`config.mk`:
```
export PLATFORM = sky130hd
export DESIGN_NAME = score_counter
export DESIGN_NICKNAME = d
export VERILOG_FILES = /design/src/rtl/score_counter.sv
export SDC_FILE = /design/constraint.sdc
export NUM_CORES = 1
export LEC_CHECK = 0
export CORE_MARGIN = 2
export CORE_UTILIZATION = 55
export DETAILED_ROUTE_END_ITERATION = 16
export PLACE_DENSITY = 0.79
export SETUP_SLACK_MARGIN = 0.02
export SKIP_CTS_REPAIR_TIMING = 1
export SLEW_MARGIN = 25
export SYNTH_ARGS = -nofsm -noshare
export SYNTH_HDL_FRONTEND = slang
export SYNTH_SLANG_ARGS = --single-unit
```
`constraint.sdc`:
```
create_clock -name clk_1khz -period 3.3 [get_ports clk_1khz]
set_input_delay 0.33 -clock clk_1khz [delete_from_list [all_inputs] [get_ports clk_1khz]]
set_output_delay 0.33 -clock clk_1khz [all_outputs]
set_load 0.01 [all_outputs]
```
`src/rtl/score_counter.sv`:
```
// score_counter
//   Two-digit BCD up/down score counter driven by pushbutton event levels,
//   with a multiplexed two-digit 7-segment display driver.
//
// Ports:
//   clk_1khz      system clock (1 kHz)
//   rst_i         asynchronous reset, active low
//   count_up_i    short-press level; each rising level adds one
//   count_down_i  long-press level; each rising level subtracts one
//   score_o       packed BCD score, [7:4] tens, [3:0] ones
//   change_o      one-cycle pulse after an edge that changed the score
//   seg_o         active-high segments, bit order gfedcba
//   digit_sel_o   one-hot digit enable: 2'b01 ones, 2'b10 tens
module score_counter #(
    parameter int unsigned MUX_PERIOD = 5,
    parameter int unsigned MAX_SCORE  = 99,
    parameter bit          SATURATE   = 1'b1,
    parameter bit          BLANK_LZ   = 1'b1
) (
    input  logic       clk_1khz,
    input  logic       rst_i,
    input  logic       count_up_i,
    input  logic       count_down_i,
    output logic [7:0] score_o,
    output logic       change_o,
    output logic [6:0] seg_o,
    output logic [1:0] digit_sel_o
);

    localparam int unsigned      CNT_W    = (MUX_PERIOD > 1) ? $clog2(MUX_PERIOD) : 1;
    localparam logic [CNT_W-1:0] CNT_LAST = CNT_W'(MUX_PERIOD - 1);
    localparam logic [3:0]       MAX_T    = 4'(MAX_SCORE / 10);
    localparam logic [3:0]       MAX_O    = 4'(MAX_SCORE % 10);

    typedef enum logic [1:0] {
        DIG_ONES = 2'b01,
        DIG_TENS = 2'b10
    } digit_e;

    logic             up_q, up_d;
    logic             down_q, down_d;
    logic             armed_q, armed_d;
    logic [3:0]       tens_q, tens_d;
    logic [3:0]       ones_q, ones_d;
    logic             change_q, change_d;
    logic [CNT_W-1:0] mux_cnt_q, mux_cnt_d;
    digit_e           digit_q, digit_d;
    logic [6:0]       seg_q, seg_d;
    logic             up_ev, down_ev;
    logic [3:0]       show;

    function automatic logic [6:0] seg_enc(input logic [3:0] d);
        case (d)
            4'd0:    seg_enc = 7'h3F;
            4'd1:    seg_enc = 7'h06;
            4'd2:    seg_enc = 7'h5B;
            4'd3:    seg_enc = 7'h4F;
            4'd4:    seg_enc = 7'h66;
            4'd5:    seg_enc = 7'h6D;
            4'd6:    seg_enc = 7'h7D;
            4'd7:    seg_enc = 7'h07;
            4'd8:    seg_enc = 7'h7F;
            4'd9:    seg_enc = 7'h6F;
            default: seg_enc = 7'h00;
        endcase
    endfunction

    always_comb begin
        up_d    = count_up_i;
        down_d  = count_down_i;
        armed_d = 1'b1;

        // History flops reset to 0, so the first edge after reset release
        // only loads them; armed_q masks that edge so a level held through
        // reset is not taken as a new press.
        up_ev   = count_up_i   & ~up_q   & armed_q;
        down_ev = count_down_i & ~down_q & armed_q;

        tens_d = tens_q;
        ones_d = ones_q;
        if (up_ev && !down_ev) begin
            if (tens_q == MAX_T && ones_q == MAX_O) begin
                if (!SATURATE) begin
                    tens_d = '0;
                    ones_d = '0;
                end
            end else if (ones_q == 4'd9) begin
                ones_d = '0;
                tens_d = tens_q + 4'd1;
            end else begin
                ones_d = ones_q + 4'd1;
            end
        end else if (down_ev && !up_ev) begin
            if (tens_q == 4'd0 && ones_q == 4'd0) begin
                if (!SATURATE) begin
                    tens_d = MAX_T;
                    ones_d = MAX_O;
                end
            end else if (ones_q == 4'd0) begin
                ones_d = 4'd9;
                tens_d = tens_q - 4'd1;
            end else begin
                ones_d = ones_q - 4'd1;
            end
        end
        change_d = ({tens_d, ones_d} != {tens_q, ones_q});

        if (mux_cnt_q == CNT_LAST) begin
            mux_cnt_d = '0;
            digit_d   = (digit_q == DIG_ONES) ? DIG_TENS : DIG_ONES;
        end else begin
            mux_cnt_d = mux_cnt_q + CNT_W'(1);
            digit_d   = digit_q;
        end

        // Segments follow the next digit and next score so they stay
        // paired with digit_sel_o and pick up a score change immediately.
        show  = (digit_d == DIG_TENS) ? tens_d : ones_d;
        seg_d = seg_enc(show);
        if (digit_d == DIG_TENS && tens_d == 4'd0 && BLANK_LZ) begin
            seg_d = '0;
        end
    end

    always_ff @(posedge clk_1khz or negedge rst_i) begin
        if (!rst_i) begin
            up_q      <= 1'b0;
            down_q    <= 1'b0;
            armed_q   <= 1'b0;
            tens_q    <= '0;
            ones_q    <= '0;
            change_q  <= 1'b0;
            mux_cnt_q <= '0;
            digit_q   <= DIG_ONES;
            seg_q     <= 7'h3F;
        end else begin
            up_q      <= up_d;
            down_q    <= down_d;
            armed_q   <= armed_d;
            tens_q    <= tens_d;
            ones_q    <= ones_d;
            change_q  <= change_d;
            mux_cnt_q <= mux_cnt_d;
            digit_q   <= digit_d;
            seg_q     <= seg_d;
        end
    end

    assign score_o     = {tens_q, ones_q};
    assign change_o    = change_q;
    assign seg_o       = seg_q;
    assign digit_sel_o = digit_q;

endmodule

```
==> results by stage <==
Status:
- The flow ran to the end, and the final reports show no timing, DRC or antenna violations.

STA:
- Setup repair after global routing left no endpoint under its margin.
- The number of failing hold endpoints at the final stage is 0.
- After routing, the total negative slack on setup checks comes to 0 ns.
- The final critical-path required period is 3.04 ns.
- For the pin with the worst max-slew slack, the measured transition is 0.599 ns.
- The count of final max-slew check failures is 0.
- Setup violations remaining at the end of the flow were counted as 0.
- The highest clock frequency the design can meet is 329 MHz.
- Between clock sinks in the finished design, the worst skew comes to 0.00633 ns.
- Hold is met by 0.469 ns.
- In the finished design, the share of the clock period the worst path needs comes to 92.1%.
- The worst max-slew margin expressed relative to the limit is 60.0%.

Synth:
- The net count after synthesis is 176.
- The average instance in the mapped netlist occupies 10.8 um2.
- The largest total area in the synthesized netlist belongs to sky130_fd_sc_hd__dfrtp_1.
- The sequential-to-total area share from yosys stat is 35.8%.
- The fraction of post-synthesis cell area in the top cell type by area is 25.0%.
- The synthesized area is 0.00170 mm2.
- The number of warnings printed during yosys synthesis is 0.
- Yosys mapped the design onto 62 distinct sky130hd cell types.
- After synthesis, the cell types taking the most area are sky130_fd_sc_hd__dfrtp_1, sky130_fd_sc_hd__dfstp_2, sky130_fd_sc_hd__ha_1, sky130_fd_sc_hd__mux2i_1, sky130_fd_sc_hd__inv_1.
- The post-synthesis cell count is 158.
- For this run, asynchronously set or reset flops after synthesis account for 100%.
- The primary flip-flop cell chosen by synthesis mapping is sky130_fd_sc_hd__dfrtp_1.
- Counting flops with a built-in enable in the synthesized netlist gives 0.
- The number of synthesized register bits is 24.

Critical path:
- The endpoint identified for the worst register-to-register timing path is seg_o[5].
- The critical path starts at ones_q[0].
- The number of cells traversed by the worst register-to-register path is 11.
- The peak fanout along the critical path is 10.
- The setup path with the least slack is of type register to register.
- Across all register-to-register paths, the minimum setup slack is 0.26 ns.
- The worst setup path is launched from a register.
- The beginning of the worst register-to-register path is ones_q[0].
- The nature of the critical path endpoint is a register.
- The data arrival time of the worst path is 3.29 ns.
- Following the worst setup path forward leads to its endpoint at seg_o[5].
- The required time of the critical path is 3.55 ns.

Power and ir drop:
- Summed over all cells, the static leakage comes to 0.864 nW.
- In this run, flip-flops and latches consume 33.4% of the power.
- The power density over cell area is 773 mW/mm2.
- The share of total power in the clock network is 10.0%.
- Of the total power, combinational logic draws 56.5%.
- For this design the total switching power over the nets is 0.634 mW.
- The switching portion of total power is 40.8%.
- The internal power contribution is 0.922 mW.
- VDD sags by at most 402 uV.

Finish:
- The library cell used most frequently in the layout, excluding fill and tap cells, is sky130_fd_sc_hd__clkdlybuf4s50_1.
- The post-route netlist has 21.5% of its cells at a drive strength greater than 1.
- Once layout is complete, the utilization of the core stands at 67.0%.
- The net count of the finished layout is 205.
- In the layout the commonest cells are sky130_fd_sc_hd__clkdlybuf4s50_1, sky130_fd_sc_hd__dfrtp_1, sky130_fd_sc_hd__ha_1.
- The count of antenna diodes in the layout is 0.
- The area growth from synthesis to layout is 18.3%.

Floorplanning:
- Pin placement for this block handled 22 I/O pins.
- The height of the die is 59.6 um.
- The die is 59.6 um wide.
- The standard cell core area is 0.00300 mm2.
- The full die area is 0.00355 mm2.
- Once the floorplan was initialized, standard cells occupied 56.6% of the core.
- In this run the core area contains 20 standard-cell rows.

Global routing:
- The number of global-route vias before repair is 1305.
- Global routing consumed, over all layers together, 22.5% of the routing resources.
- The number of antenna violations at the first check in global routing was 0.
- The first global-routing pass estimated 6010 um of wire.
- The largest net degree at the start of global routing is 25.
- The overflow left after global routing is 0.

Routing:
- Using the TritonRoute via totals, the vias-per-cell ratio works out to 6.17.
- The detail route stage leaves a number of antenna-violating nets equal to 0.
- The remaining routing DRC violations is 0.
- Dividing the detail-routed wire length by the instance count gives 16.2 um.
- The via total after detailed routing is 1351.
- In this run, the number of DRC markers left after iteration 0 of detailed routing was 57.
- The routed design has 3540 um of wire.
- The first-pass iteration count of the detailed router is 4.

Placement:
- The congestion estimate from routability-driven global placement came to 0.870.
- The count of buffers added on input and output ports is 21.
- After legalization and detailed placement, the total HPWL measured 2720 um.

CTS:
- Clock latency on the worst-skew pair, taken at its later pin, is 0.32 ns.
- The number of sinks handled by clock tree synthesis is 24.
- The H-tree depth is 1.
- The TritonCTS clock tree is built.
- The number of buffers created by CTS is 3.
- The CTS clock-pin slew for the worst setup and hold paths is 0.13 ns.
- Clock tree synthesis selected as its root buffer the cell sky130_fd_sc_hd__clkbuf_4.
- The maximum clock insertion buffer count is 2.

Min path:
- The type of the worst min-delay path is register to register.
- Along the worst hold path, the cell count comes to 1.

Flow run:
- The tool flagged a number of max-cap violations equal to 0.
cell families (layout without fill, tap and decap cells):
| logic type | after synthesis | in the layout | synth area share [%] |
|---|---|---|---|
| compound gates | 40 | 40 | 20.6 |
| xor+xnor | 2 | 2 | 1.03 |
| fa+ha+maj | 14 | 14 | 10.3 |
| buf+inv | 15 | 43 | 3.53 |
| flops | 24 | 24 | 35.8 |
| mux | 10 | 10 | 6.99 |
| other cells | 1 | 1 | 0.221 |
| simple gates | 52 | 52 | 21.5 |
layout make-up:
cell class,instances,area [um2]
multi-input cells,119,1030
flip-flops and latches,24,609
repair buffers,25,238
clock buffers,4,36.3
fillers,236,991
inverters,14,52.6
well taps,33,41.3
layer usage:
layer	vias to the layer above	track usage, %	routed length, um
met5	-	0	0
met4	0	8.57	35
met3	4	2.84	125
met2	39	38.0	1820
met1	665	29.4	1560
li1	643	-	-
how the worst min path moves through the flow:
stage / startpoint / end
2_1_floorplan: rst_i / armed_q
3_3_place_gp: mux_cnt_q[0] / mux_cnt_q[0]
5_1_grt: count_down_i / down_q
3_5_place_dp: rst_i / tens_q[3]
4_1_cts: rst_i / tens_q[3]
6_report: mux_cnt_q[0] / mux_cnt_q[0]
metrics by stage:
stage / setup slack [ns] / cells / power [mW] / area (um2)
floorplan: 0.599 / 158 / 1.08 / 1700
global placement: 0.377 / 212 / 1.35 / 1950
detailed placement: 0.241 / 212 / 1.38 / 1950
CTS: 0.204 / 216 / 1.54 / 1980
global route: 0.0708 / 219 / 1.68 / 2010
finish: 0.259 / 219 / 1.56 / 2010
Yosys cell counts (3+ instances only):
library cell	count
sky130_fd_sc_hd__o21a_1	3
sky130_fd_sc_hd__mux2i_1	7
sky130_fd_sc_hd__dfrtp_1	17
sky130_fd_sc_hd__nor2b_1	3
sky130_fd_sc_hd__nand3_1	7
sky130_fd_sc_hd__nor2_1	5
sky130_fd_sc_hd__nor3_1	3
sky130_fd_sc_hd__inv_1	13
sky130_fd_sc_hd__or3_1	3
sky130_fd_sc_hd__dfstp_2	7
sky130_fd_sc_hd__ha_1	14
sky130_fd_sc_hd__or2_2	3
sky130_fd_sc_hd__o21ai_0	7
sky130_fd_sc_hd__a21oi_1	7
sky130_fd_sc_hd__nand2_1	7
state kept, by name, indices dropped and copies added (netlist names):
register,cells
digit_sel_o,2
tens_q,4
seg_o,7
down_q,1
mux_cnt_q,3
up_q,1
armed_q,1
ones_q,4
change_o,1
power by group through the flow:
stage               Sequential [mW]  Clock, mW  Combinational (mW)
floorplan                     0.540          0               0.538
global placement              0.520          0               0.828
detailed placement            0.526          0               0.853
CTS                           0.519      0.161               0.857
global route                  0.538      0.170               0.968
finish                        0.520      0.156               0.880
critical path: stages (launching register included):
cell and delay (ns):
sky130_fd_sc_hd__dfrtp_1 0.51, sky130_fd_sc_hd__inv_1 0.12, sky130_fd_sc_hd__ha_1 0.26, sky130_fd_sc_hd__or3b_1 0.44, sky130_fd_sc_hd__o2111ai_2 0.30, sky130_fd_sc_hd__a221oi_2 0.12, sky130_fd_sc_hd__a311o_1 0.37, sky130_fd_sc_hd__o21ai_0 0.16
sky130_fd_sc_hd__inv_1 0.15, sky130_fd_sc_hd__ha_1 0.22, sky130_fd_sc_hd__mux2i_1 0.23, sky130_fd_sc_hd__a21boi_4 0.08
Power figures use the tool's default switching activity.
